File: config.mk
export PLATFORM = sky130hd
export DESIGN_NAME = clk_freq_meter
export DESIGN_NICKNAME = d
export VERILOG_FILES = /design/src/rtl/clk_freq_meter.sv
export SDC_FILE = /design/constraint.sdc
export NUM_CORES = 1
export LEC_CHECK = 0
export ABC_AREA = 1
export BUFFER_PORTS_ARGS = -buffer_cell sky130_fd_sc_hd__buf_2
export CELL_PAD_IN_SITES_DETAIL_PLACEMENT = 0
export CELL_PAD_IN_SITES_GLOBAL_PLACEMENT = 1
export CORE_ASPECT_RATIO = 0.7
export CORE_MARGIN = 2
export CORE_UTILIZATION = 37
export DETAILED_ROUTE_END_ITERATION = 10
export PLACE_DENSITY_LB_ADDON = 0.1
export SYNTH_ARGS = -nofsm -noshare
export SYNTH_HDL_FRONTEND = slang
export SYNTH_SLANG_ARGS = --single-unit
File: constraint.sdc
create_clock -name clk_in -period 1.55 [get_ports clk_in]
set_input_delay 0.2325 -clock clk_in [delete_from_list [all_inputs] [get_ports clk_in]]
set_output_delay 0.2325 -clock clk_in [all_outputs]
set_load 0.005 [all_outputs]
File: src/rtl/clk_freq_meter.sv
// Clock/pulse frequency meter.
// Brings a slow asynchronous signal into the clk_in domain. Measures its
// period and high time in clk_in cycles, counts its rising edges and raises
// a sticky loss-of-signal flag when no rising edge arrives for TIMEOUT cycles.
//
// Ports:
//   clk_in     - system clock
//   rst_n      - asynchronous active-low reset
//   sig_in     - asynchronous signal under measurement
//   clr        - synchronous clear of timeout and edge_cnt
//   period     - last rising-to-rising interval (clk_in cycles)
//   high_time  - rising-to-falling interval of that same period
//   meas_valid - one-cycle pulse when period/high_time update
//   timeout    - sticky loss-of-signal flag
//   edge_cnt   - wrapping count of detected rising edges
module clk_freq_meter #(
    parameter int unsigned CNT_W       = 26,
    parameter int unsigned SYNC_STAGES = 2,
    parameter int unsigned TIMEOUT     = 33000000,
    parameter int unsigned EDGE_W      = 16
) (
    input  logic              clk_in,
    input  logic              rst_n,
    input  logic              sig_in,
    input  logic              clr,
    output logic [CNT_W-1:0]  period,
    output logic [CNT_W-1:0]  high_time,
    output logic              meas_valid,
    output logic              timeout,
    output logic [EDGE_W-1:0] edge_cnt
);

    localparam logic [CNT_W-1:0] TIMEOUT_CNT = CNT_W'(TIMEOUT);

    typedef enum logic {
        IDLE,
        MEASURE
    } state_e;

    state_e                  state_q, state_d;
    logic [SYNC_STAGES-1:0]  sync_q;
    logic                    s_prev_q;
    logic [CNT_W-1:0]        cnt_q, cnt_d;
    logic [CNT_W-1:0]        hi_tmp_q, hi_tmp_d;
    logic [CNT_W-1:0]        period_q, period_d;
    logic [CNT_W-1:0]        high_time_q, high_time_d;
    logic                    meas_valid_q, meas_valid_d;
    logic                    timeout_q, timeout_d;
    logic [EDGE_W-1:0]       edge_cnt_q, edge_cnt_d;

    logic                    s;
    logic                    rise;
    logic                    fall;
    logic                    at_limit;
    logic                    to_event;

    // Input synchronizer plus one delay flop for edge detection
    always_ff @(posedge clk_in or negedge rst_n) begin
        if (!rst_n) begin
            sync_q   <= '0;
            s_prev_q <= 1'b0;
        end else begin
            sync_q   <= {sync_q[SYNC_STAGES-2:0], sig_in};
            s_prev_q <= s;
        end
    end

    assign s        = sync_q[SYNC_STAGES-1];
    assign rise     = s & ~s_prev_q;
    assign fall     = ~s & s_prev_q;
    assign at_limit = (cnt_q == TIMEOUT_CNT);

    // State and result registers
    always_ff @(posedge clk_in or negedge rst_n) begin
        if (!rst_n) begin
            state_q      <= IDLE;
            cnt_q        <= '0;
            hi_tmp_q     <= '0;
            period_q     <= '0;
            high_time_q  <= '0;
            meas_valid_q <= 1'b0;
            timeout_q    <= 1'b0;
            edge_cnt_q   <= '0;
        end else begin
            state_q      <= state_d;
            cnt_q        <= cnt_d;
            hi_tmp_q     <= hi_tmp_d;
            period_q     <= period_d;
            high_time_q  <= high_time_d;
            meas_valid_q <= meas_valid_d;
            timeout_q    <= timeout_d;
            edge_cnt_q   <= edge_cnt_d;
        end
    end

    // Next-state and measurement logic
    always_comb begin
        state_d      = state_q;
        cnt_d        = cnt_q;
        hi_tmp_d     = hi_tmp_q;
        period_d     = period_q;
        high_time_d  = high_time_q;
        meas_valid_d = 1'b0;
        timeout_d    = timeout_q;
        edge_cnt_d   = edge_cnt_q;
        to_event     = 1'b0;

        case (state_q)
            IDLE: begin
                cnt_d = '0;
                // First edge only arms: there is no earlier edge to measure from
                if (rise) begin
                    state_d = MEASURE;
                    cnt_d   = CNT_W'(1);
                end
            end
            MEASURE: begin
                cnt_d = cnt_q + CNT_W'(1);
                if (fall) begin
                    hi_tmp_d = cnt_q;
                end
                // A rise on the limit cycle still counts as a measurement
                if (rise) begin
                    period_d     = cnt_q;
                    high_time_d  = hi_tmp_q;
                    meas_valid_d = 1'b1;
                    cnt_d        = CNT_W'(1);
                end else if (at_limit) begin
                    state_d  = IDLE;
                    cnt_d    = '0;
                    to_event = 1'b1;
                end
            end
            default: begin
                state_d = IDLE;
                cnt_d   = '0;
            end
        endcase

        // A coincident rise restarts the count at one after a clear
        if (rise) begin
            edge_cnt_d = clr ? EDGE_W'(1) : edge_cnt_q + EDGE_W'(1);
        end else if (clr) begin
            edge_cnt_d = '0;
        end

        // Setting the flag has priority over clearing it
        if (to_event) begin
            timeout_d = 1'b1;
        end else if (clr) begin
            timeout_d = 1'b0;
        end
    end

    assign period     = period_q;
    assign high_time  = high_time_q;
    assign meas_valid = meas_valid_q;
    assign timeout    = timeout_q;
    assign edge_cnt   = edge_cnt_q;

endmodule

==> results of run 1 <==
[report_power, final]
group	switching, mW	internal [mW]	leakage (nW)
logic	0.430	0.288	1.49
clock network	1.48	2.51	0.283
registers	0.133	3.46	1.72
[worst max-delay path, stage by stage, from the launching register on]
cell and delay, ns:
dfrtp_2 0.43, inv_2 0.08, ha_4 0.12, nand2_2 0.05
inv_2 0.06, nand2_2 0.06, nor2_4 0.13, nand3_4 0.15
buf_6 0.16, o21ai_0 0.14
[kinds of logic after synthesis]
family,after synthesis,synth area share
AOI/OAI and AO/OA,83,0.0785
xor gates and xnor gates,6,0.00969
adders and majority gates,3,0.00692
buffers and inverters,72,0.0519
DFF,126,0.581
and+or+nand+nor,348,0.272
[area by class of cell]
| class | instances | area share |
|---|---|---|
| timing repair buffer | 114 | 0.105 |
| clock inverter | 11 | 0.0184 |
| multi-input combinational | 440 | 0.301 |
| inverter | 55 | 0.0292 |
| tap | 190 | 0.0336 |
| clock buffer | 21 | 0.0665 |
| sequential | 126 | 0.446 |
[cell usage in the layout (no fill, tap or decap), types with 11 or more instances in the layout]
cell type,Yosys,layout
nand2_1,213,208
nor2_1,75,64
nand3_1,25,22
o21ai_0,59,58
nor2_4,3,13
clkbuf_16,0,17
buf_2,3,72
inv_1,53,49
dfrtp_1,126,123
buf_4,0,33
nor2_2,10,11
a21oi_1,14,14
[state kept, by name, indices dropped and copies added (netlist names)]
name        cells
hi_tmp_q       26
state_q         1
s_prev_q        1
period         26
meas_valid      1
high_time      26
edge_cnt       16
timeout         1
cnt_q          26
sync_q          2
[final timing paths]
path                                      end      start  slack, ns  depth (start not counted)
worst min-delay path             edge_cnt[10]        clr       0.04                          2
worst min register to register      sync_q[1]  sync_q[0]       0.35                          0
worst max register to register        timeout   cnt_q[0]       0.07                          9
worst max-delay path                  timeout   cnt_q[0]       0.07                          9
min in group asynchronous            cnt_q[6]      rst_n       0.26                          2
max in group asynchronous       high_time[15]      rst_n       0.73                          3
[repair_timing]
action	4_1_cts	5_1_grt
endpoints found under the hold margin	20	0
setup endpoints to repair	6	33
gates resized for setup	2	43
hold buffers	2	0
pin swaps	0	4
buffers inserted	0	4
[per-stage QoR]
step / TNS [ns] / cell area, um^2 / utilization / setup WS (ns) / total power [mW]
after global placement: 0 / 6270 / 0.444 / 0.0359 / 4.31
after CTS: 0 / 6900 / 0.489 / 0.00313 / 8.37
after floorplan: 0 / 5420 / - / 0.143 / 3.96
final: 0 / 7070 / 0.502 / 0.0695 / 8.31
after detailed placement: -0.0188 / 6270 / 0.444 / -0.00885 / 4.33
after global routing: -0.156 / 7070 / 0.502 / -0.0538 / 8.71
[layer usage]
metal,GRT usage,share of wire
met3,0.0606,0.062
met5,0,0
met1,0.307,0.54
met4,0.0429,0.0078
met2,0.236,0.39
==> results.md, run 1 <==
- CTS tree: done
- Period utilization: 0.955
- Synth Flop Type: dfrtp_1
- CP Data Required Time: 1.88 ns
- CTS Sinks: 126
- Top-count cell post-synth: nand2_1
- Routed vias/inst: 4.71
- HPWL after DPL: 10,000 um
- Row count: 36
- Max Cap Viol: 0
- Die width: 149 um
- First-pass GRT wire length: 22,700 um
- Ys Warns: 0
- VDD IR-drop max: 0.709 mV
- Layout cells sized above 1: 0.256
- Non-Filler Instances: 957
- Final wirelength: 13,800 um
- Drt wl/cell: 14.4 um
- Drt first pass iters: 5
- Setup violators final: 0
- Initial antenna violation count: 0
- Peak Freq: 675 MHz
- Status: finished, final reports clean
- Final Max Tran Viols: 0
- Post-synth EDFFs: 0
- Area delta synth->final: 30.4%
- Total track usage: 0.189
- Hold slack: 0.0392 ns
- Post-Syn Area: 5420 um^2
- Arrival @ worst endpoint: 1.81 ns
- Sequential area share after synthesis: 0.581
- Dpl cells: 919
- Top-area cell type share of the netlist area: 0.581
- Pin count of the biggest net entering global routing: 66
- FILL cells: 1,396
- Lkg Pwr: 3.50 nW
- Final Hold Vio Count: 0
- Post-synth net total: 645
- Post-Synthesis Cells: 638
- Htree depth: 4
- Port buffer count: 73
- Multi-input gate area: 2130 um^2
- Clock slew at reported path FFs: 0.06 ns
- Number of synthesized register bits: 126
- Clock Latency Late Sink: 0.41 ns
- Worst Max-Slew Pin Slew: 0.496 ns
- Clock skew: 0.00508 ns
- RSZ-0062 raised after global routing: yes
- Type of the worst min-delay path: input pin to flip-flop
- Post-synth top cells: nand2_1 (213), dfrtp_1 (126), nor2_1 (75)
- Synth Area per Inst: 8.50 um^2
- RD Place Congestion: 0.853
- Post-synth ARST share: 1.00
- Post-route DRC: 0
- CP startpoint kind: flip-flop
- Top cells by area, synth: dfrtp_1 (58%), nand2_1 (15%), o21ai_0 (5.4%)
- Worst Path Max Fanout: 5
- Overflow after GRT: 0
- Pwr dens: 1170 nW/um^2
- Vias in the first global route: 4,240
- Vias: 4,505
- # nets final: 761
- Slew margin rel.: 0.669
- I/O pin cnt: 74
- Die height: 105 um
- CTS Buf Count: 17
- Number of diodes: 0
- Area leader, netlist: dfrtp_1
- DIE AREA: 15,700 um^2
- DR iter-0 viols: 320
- Initial Util: 0.385
- Clock buffer depth: 2
- Register area: 3160 um^2
- Crit. End Element: flip-flop
- Crit path time final: 1.48 ns
- Synth cell types: 30
- Crit Path Category: flip-flop to flip-flop
- Remaining antenna violation count: 0
- Root buf cell: clkbuf_16
- Core area: 14,100 um^2
(Power assumes the default switching activity.)
==> run 2: changes to the inputs <==
--- a/config.mk
+++ b/config.mk
@@ -9,8 +9,8 @@
 export BUFFER_PORTS_ARGS = -buffer_cell sky130_fd_sc_hd__buf_2
 export CELL_PAD_IN_SITES_DETAIL_PLACEMENT = 0
 export CELL_PAD_IN_SITES_GLOBAL_PLACEMENT = 1
-export CORE_ASPECT_RATIO = 0.7
-export CORE_MARGIN = 2
+export CORE_ASPECT_RATIO = 0.9
+export CORE_MARGIN = 10
 export CORE_UTILIZATION = 37
 export DETAILED_ROUTE_END_ITERATION = 10
 export PLACE_DENSITY_LB_ADDON = 0.1
==> constraint.sdc (replaced) <==
create_clock -name clk_in -period 1.55 [get_ports clk_in]
set_input_delay 0.0775 -clock clk_in [delete_from_list [all_inputs] [get_ports clk_in]]
set_output_delay 0.0775 -clock clk_in [all_outputs]
set_load 0.005 [all_outputs]
==> results.md, run 2 (synthesis results as in run 1) <==
- Remaining antenna violation count: 0 (unchanged)
- Final Max Tran Viols: 0 (unchanged)
- Crit path from: cnt_q[0] (unchanged)
- Flop2flop setup slack: 0.05 ns (was 0.07 ns)
- FILL cells: 1,440 (was 1,396)
- Metal-1 WL: 7230 um (was 7520 um)
- VDD IR-drop max: 0.822 mV (was 0.709 mV)
- CP Data Required Time: 1.84 ns (was 1.88 ns)
- CP startpoint kind: flip-flop (unchanged)
- Most frequent cells in the layout: nand2_1 (211), dfrtp_1 (125), nor2_1 (72), buf_2 (72), o21ai_0 (59) (was nand2_1 (208), dfrtp_1 (123), buf_2 (72))
- Clock skew: 0.00633 ns (was 0.00508 ns)
- Crit. End Element: flip-flop (unchanged)
- Status: finished, final reports clean (unchanged)
- CTS tree: done (unchanged)
- Max Cap Viol: 0 (unchanged)
- Pin count of the biggest net entering global routing: 53 (was 66)
- Final wirelength: 14,300 um (was 13,800 um)
- First-pass GRT wire length: 23,600 um (was 22,700 um)
- Final Hold Vio Count: 0 (unchanged)
- Row count: 41 (was 36)
- Setup ws final: 0.0508 ns (was 0.0695 ns)
- Setup TNS: 0 ns (unchanged)
- Clock Latency Late Sink: 0.42 ns (was 0.41 ns)
- Arrival @ worst endpoint: 1.79 ns (was 1.81 ns)
- Post-route DRC: 0 (unchanged)
- I/O pin cnt: 74 (unchanged)
- Top Layer Used: met4 (unchanged)
- Worst slack, placed: -0.0142 ns (was -0.00885 ns)
- Port buffer count: 73 (unchanged)
- Worst Max-Slew Pin Slew: 0.460 ns (was 0.496 ns)
- HPWL after DPL: 10,700 um (was 10,000 um)
- Total track usage: 0.149 (was 0.189)
- Area delta synth->final: 28.3% (was 30.4%)
- Type of the worst min-delay path: input pin to async pin (was input pin to flip-flop)
- Vias in the first global route: 4,424 (was 4,240)
- Number of diodes: 0 (unchanged)
- Crit path time final: 1.50 ns (was 1.48 ns)
- Peak Freq: 667 MHz (was 675 MHz)
- Most common cell after layout, fill and taps aside: nand2_1 (unchanged)
- Worst Path Max Fanout: 18 (was 5)
- Lkg Pwr: 3.46 nW (was 3.50 nW)
- Drt first pass iters: 5 (unchanged)
- WL met2: 6130 um (was 5330 um)
- Clock slew at reported path FFs: 0.06 ns (about the same)
- Hold slack: 0.159 ns (was 0.0392 ns)
- Die height: 135 um (was 105 um)
- Die width: 148 um (was 149 um)
- RD Place Congestion: 0.850 (was 0.853)
- Overflow after GRT: 0 (unchanged)
- Initial Util: 0.382 (was 0.385)
- Period utilization: 0.967 (was 0.955)
- CTS Sinks: 126 (unchanged)
- # nets final: 760 (was 761)
- Vias: 4,411 (was 4,505)
- Drt wl/cell: 14.9 um (was 14.4 um)
- Util after Layout: 0.489 (was 0.502)
- Initial antenna violation count: 0 (unchanged)
- DR iter-0 viols: 280 (was 320)
- Layout cells sized above 1: 0.233 (was 0.256)
- Met3 wire length: 746 um (was 859 um)
- Core area: 14,200 um^2 (was 14,100 um^2)
- Pwr dens: 1160 nW/um^2 (was 1170 nW/um^2)
- RR Startpoint: cnt_q[0] (unchanged)
- Clock buffer depth: 2 (unchanged)
- RSZ-0062 raised after global routing: yes (unchanged)
- Root buf cell: clkbuf_16 (unchanged)
- Slew margin rel.: 0.693 (was 0.669)
- CTS Buf Count: 17 (unchanged)
- Crit Path Category: flip-flop to flip-flop (unchanged)
- DIE AREA: 19,900 um^2 (was 15,700 um^2)
- Setup violators final: 0 (unchanged)
- Routed vias/inst: 4.60 (was 4.71)
- Htree depth: 4 (unchanged)
[run 2: final timing paths]
path | endpoint | depth (start not counted)
worst min register to register | sync_q[1] | 0
min in group clk_in | sync_q[0] | 2
max in group asynchronous | hi_tmp_q[18] | 3
worst max-delay path | cnt_q[2] | 9
worst max register to register | cnt_q[2] | 9
worst min-delay path | high_time[7] | 2
[run 2: routing by layer]
| layer | vias up | global-route usage |
|---|---|---|
| met3 | 17 | 0.0461 |
| met4 | 0 | 0.0512 |
| li1 | 2241 | - |
| met2 | 84 | 0.213 |
| met1 | 2069 | 0.210 |
| met5 | - | 0 |
[run 2: critical path: stages, from the launching register on]
cell and delay, ns:
dfrtp_1 0.41, inv_2 0.09, ha_4 0.12, nand2_1 0.04, inv_1 0.06, nand2_1 0.06
nor2_2 0.16, nand3_4 0.16, nand2_8 0.18, nor3_1 0.08
[run 2: power breakdown]
part | switching (mW) | total, mW | internal [mW] | leakage [nW]
Sequential | 0.139 | 3.60 | 3.46 | 1.72
Combinational | 0.431 | 0.741 | 0.311 | 1.48
Clock | 1.47 | 3.70 | 2.23 | 0.260
Total | 2.04 | 8.05 | 6.01 | 3.46
[run 2: area by class of cell]
cell class	count	area (um^2)	area share
multi-input combinational	440	2070	0.297
timing repair buffer	113	729	0.105
clock inverter	13	118	0.0169
inverter	55	206	0.0297
sequential	126	3150	0.453
tap	193	241	0.0347
clock buffer	18	439	0.0631
[run 2: per-stage QoR]
step | instances | total power [mW] | instance area, um^2
finish | 958 | 8.05 | 6960
floorplan | 638 | 3.96 | 5420
global route | 958 | 8.45 | 6960
global placement | 919 | 4.33 | 6250
detailed placement | 919 | 4.34 | 6250
CTS | 953 | 8.09 | 6840
[run 2: repair_timing]
| action | in CTS | in global routing |
|---|---|---|
| gates cloned | 0 | 0 |
| hold buffers | 3 | 0 |
| buffers inserted | 0 | 5 |
| endpoints found under the setup margin | 1 | 29 |
| resized for setup | 1 | 20 |
| hold endpoints to repair | 119 | 0 |
| pin swaps | 0 | 5 |
==> run 3: changes to the inputs <==
--- a/config.mk
+++ b/config.mk
@@ -5,7 +5,6 @@
 export SDC_FILE = /design/constraint.sdc
 export NUM_CORES = 1
 export LEC_CHECK = 0
-export ABC_AREA = 1
 export BUFFER_PORTS_ARGS = -buffer_cell sky130_fd_sc_hd__buf_2
 export CELL_PAD_IN_SITES_DETAIL_PLACEMENT = 0
 export CELL_PAD_IN_SITES_GLOBAL_PLACEMENT = 1
==> results.md, run 3 <==
- Status: finished with violations (was finished, final reports clean)
- Failing checks: setup timing
- Vias in the first global route: 3,779 (was 4,424)
- Post-synth top cells: dfrtp_1 (126), mux2_2 (72), nor2_1 (27) (was nand2_1 (213), dfrtp_1 (126), nor2_1 (75))
- Synth cell types: 41 (was 30)
- Number of synthesized register bits: 126 (unchanged)
- Arrival @ worst endpoint: 2.09 ns (was 1.79 ns)
- Port buffer count: 73 (unchanged)
- Peak Freq: 569 MHz (was 667 MHz)
- Worst Reg2Reg Path Length in Cells: 5 (was 9)
- Overflow after GRT: 0 (unchanged)
- Top cells by area, synth: dfrtp_1 (60%), mux2_2 (15%), xor2_1 (3.3%) (was dfrtp_1 (58%), nand2_1 (15%), o21ai_0 (5.4%))
- Layout cells sized above 1: 0.492 (was 0.233)
- CP Data Required Time: 1.89 ns (was 1.84 ns)
- Synth Area in Compound Gates: 0.0356 (was 0.0784)
- Fraction of synthesized cell area in xor and xnor cells: 0.0449 (was 0.00969)
- Type of the worst min-delay path: input pin to flip-flop (was input pin to async pin)
- Die width: 146 um (was 148 um)
- Number of diodes: 0 (unchanged)
- Post-synth net total: 424 (was 645)
- Drt wl/cell: 15.6 um (was 14.9 um)
- Post-route DRC: 0 (unchanged)
- Hold slack: 0.0529 ns (was 0.159 ns)
- Synth Flop Type: dfrtp_1 (unchanged)
- Initial Util: 0.376 (was 0.382)
- Worst Path Max Fanout: 7 (was 18)
- Root buf cell: clkbuf_16 (unchanged)
- Crit Path Category: flip-flop to flip-flop (unchanged)
- Largest family of logic cells by synthesized area: multiplexers (was simple AND/OR/NAND/NOR gates)
- First-pass GRT wire length: 19,800 um (was 23,600 um)
- CTS tree: done (unchanged)
- Row count: 41 (unchanged)
- Clock buffer depth: 2 (unchanged)
- Post-synth ARST share: 1.00 (unchanged)
- Ys Warns: 0 (unchanged)
- Sequential Power Share: 0.418 (was 0.448)
- Vias: 3,634 (was 4,411)
- Clock Latency Late Sink: 0.41 ns (was 0.42 ns)
- Final Hold Vio Count: 0 (unchanged)
- RD Place Congestion: 0.793 (was 0.850)
- Sequential area share after synthesis: 0.599 (was 0.581)
- Final Max Tran Viols: 0 (unchanged)
- Worst Max-Slew Pin Slew: 0.515 ns (was 0.460 ns)
- Crit-path leading delay family: simple AND/OR/NAND/NOR gates (unchanged)
- CTS Buf Count: 17 (unchanged)
- Setup violators final: 26 (was 0)
- Crit. End Element: flip-flop (unchanged)
- Drt first pass iters: 4 (was 5)
- Routed vias/inst: 4.79 (was 4.60)
- DIE AREA: 19,400 um^2 (was 19,900 um^2)
- Remaining antenna violation count: 0 (unchanged)
- Most common cell after layout, fill and taps aside: dfrtp_1 (was nand2_1)
- HPWL after DPL: 8500 um (was 10,700 um)
- Clock share of power: 0.473 (was 0.460)
- Post-synth EDFFs: 0 (unchanged)
- Area share of and/or/nand/nor cells after synthesis: 0.130 (was 0.272)
- Period utilization: 1.13 (was 0.967)
- NetSw: 1.89 mW (was 2.04 mW)
- Die height: 133 um (was 135 um)
- Levels on crit path: 5 (was 9)
- Top-area cell type share of the netlist area: 0.599 (was 0.581)
- Worst path max stage delay: 0.48 ns (was 0.41 ns)
- Critical path buffers and inverters: 0 (was 2)
- Top-count cell post-synth: dfrtp_1 (was nand2_1)
- Slowest CP cell: or4_4 (was dfrtp_1)
- Lkg Pwr: 3.58 nW (was 3.46 nW)
- Post-Syn Area: 5270 um^2 (was 5420 um^2)
- Synth Area in Adders: 0.00713 (was 0.00692)
- Initial antenna violation count: 0 (unchanged)
- Pwr dens: 1200 nW/um^2 (was 1160 nW/um^2)
- CTS Sinks: 126 (unchanged)
- Mux share of post-synthesis cell area: 0.154 (was 0)
- Max Cap Viol: 0 (unchanged)
- Synth Area per Inst: 12.6 um^2 (was 8.50 um^2)
- Cell Int Power: 6.67 mW (was 6.01 mW)
- Post-Synthesis Cells: 417 (was 638)
- CP startpoint kind: flip-flop (unchanged)
- Worst slack, placed: -0.234 ns (was -0.0142 ns)
- # nets final: 560 (was 760)
- DR iter-0 viols: 118 (was 280)
- Setup TNS: -2.38 ns (was 0 ns)
- Area leader, netlist: dfrtp_1 (unchanged)
- Setup ws final: -0.207 ns (was 0.0508 ns)
- Total track usage: 0.127 (was 0.149)
- Gate power share: 0.109 (was 0.092)
- Area delta synth->final: 34.9% (was 28.3%)
- Clock slew at reported path FFs: 0.05 ns (was 0.06 ns)
- Htree depth: 4 (unchanged)
- Most frequent cells in the layout: dfrtp_1 (126), mux2_2 (72), buf_2 (72) (was nand2_1 (211), dfrtp_1 (125), nor2_1 (72), buf_2 (72), o21ai_0 (59))
- RSZ-0062 raised after global routing: yes (unchanged)
- Hold depth: 2
- Slew margin rel.: 0.657 (was 0.693)
- Critical Path, Cell by Cell: ha_1, nand4_1, or4_4, or3_1, a21oi_1 (was inv_2, ha_4, nand2_1, inv_1, nand2_1, nor2_2, nand3_4, nand2_8, nor3_1)
- I/O pin cnt: 74 (unchanged)
- Clock skew: 0.00817 ns (was 0.00633 ns)
- Sw frac: 0.221 (was 0.254)
- VDD IR-drop max: 0.828 mV (was 0.822 mV)
- Crit path time final: 1.76 ns (was 1.50 ns)
- Pin count of the biggest net entering global routing: 38 (was 53)
- Final wirelength: 11,800 um (was 14,300 um)
- Core area: 14,000 um^2 (was 14,200 um^2)
[run 3: cell count changes after synthesis, moves of 10 or more]
| cell | previous run | this run |
|---|---|---|
| nor2_1 | 75 | 27 |
| nor2_2 | 10 | 0 |
| nand3_1 | 25 | 10 |
| or3_1 | 0 | 11 |
| nand2_1 | 213 | 24 |
| xor2_1 | 6 | 20 |
| inv_1 | 53 | 5 |
| o21ai_0 | 59 | 19 |
| mux2_2 | 0 | 72 |
| nand4_1 | 0 | 19 |
[run 3: cells by family (layout without fill, tap and decap cells)]
group,Yosys count,count (layout)
flip-flops,126,126
buffers and inverters,31,179
AND/OR/NAND/NOR,123,123
adder cells (fa/ha/maj),3,3
multiplexers,72,72
AO/OA/AOI/OAI,35,35
XOR/XNOR,27,27
[run 3: metrics by stage]
| step | util | std cells | power, mW | area (um^2) |
|---|---|---|---|---|
| 3_3_place_gp | 0.447 | 718 | 4.45 | 6260 |
| 6_report | 0.507 | 758 | 8.56 | 7100 |
| 2_1_floorplan | - | 417 | 4.05 | 5310 |
| 4_1_cts | 0.506 | 757 | 8.65 | 7080 |
| 5_1_grt | 0.507 | 758 | 8.95 | 7100 |
| 3_5_place_dp | 0.447 | 718 | 4.46 | 6260 |
[run 3: metal layers]
| metal | vias up | wire, um | share of wire | GRT usage |
|---|---|---|---|---|
| li1 | 1747 | - | - | - |
| met1 | 1807 | 5800 | 0.49 | 0.166 |
| met2 | 69 | 5330 | 0.45 | 0.191 |
| met3 | 11 | 570 | 0.048 | 0.0413 |
| met4 | 0 | 149 | 0.013 | 0.0488 |
| met5 | - | 0 | 0 | 0 |
[run 3: path summary, 6_finish.rpt]
check	start	slack, ns	endpoint
setup / recovery	cnt_q[0]	-0.21	cnt_q[22]
hold / removal	clr	0.05	edge_cnt[9]
setup reg to reg	cnt_q[0]	-0.21	cnt_q[22]
hold reg to reg	sync_q[0]	0.34	sync_q[1]
max in group asynchronous	rst_n	0.77	high_time[3]
min in group asynchronous	rst_n	0.20	period[11]
[run 3: power by group through the flow]
stage	registers (mW)	clock network, mW	logic [mW]
after floorplan	3.63	0	0.417
after global placement	3.62	0	0.821
after detailed placement	3.63	0	0.831
after CTS	3.58	4.16	0.918
after global routing	3.60	4.31	1.04
final	3.58	4.05	0.930
[run 3: final cells by class]
| class | count | area [um^2] |
|---|---|---|
| well taps | 193 | 241 |
| fillers | 1274 | 6900 |
| flip-flops and latches | 126 | 3150 |
| multi-input cells | 260 | 2100 |
| inverters | 5 | 18.8 |
| clock inverters | 6 | 105 |
| repair buffers | 143 | 982 |
| clock buffers | 25 | 505 |
[run 3: what timing repair did]
item | 4_1_cts | 5_1_grt
cloned | 1 | 0
setup endpoints to repair | 28 | 29
pin swaps | 19 | 9
buffers inserted | 5 | 1
hold buffers | 2 | 0
endpoints found under the hold margin | 32 | 0
gates resized for setup | 39 | 5
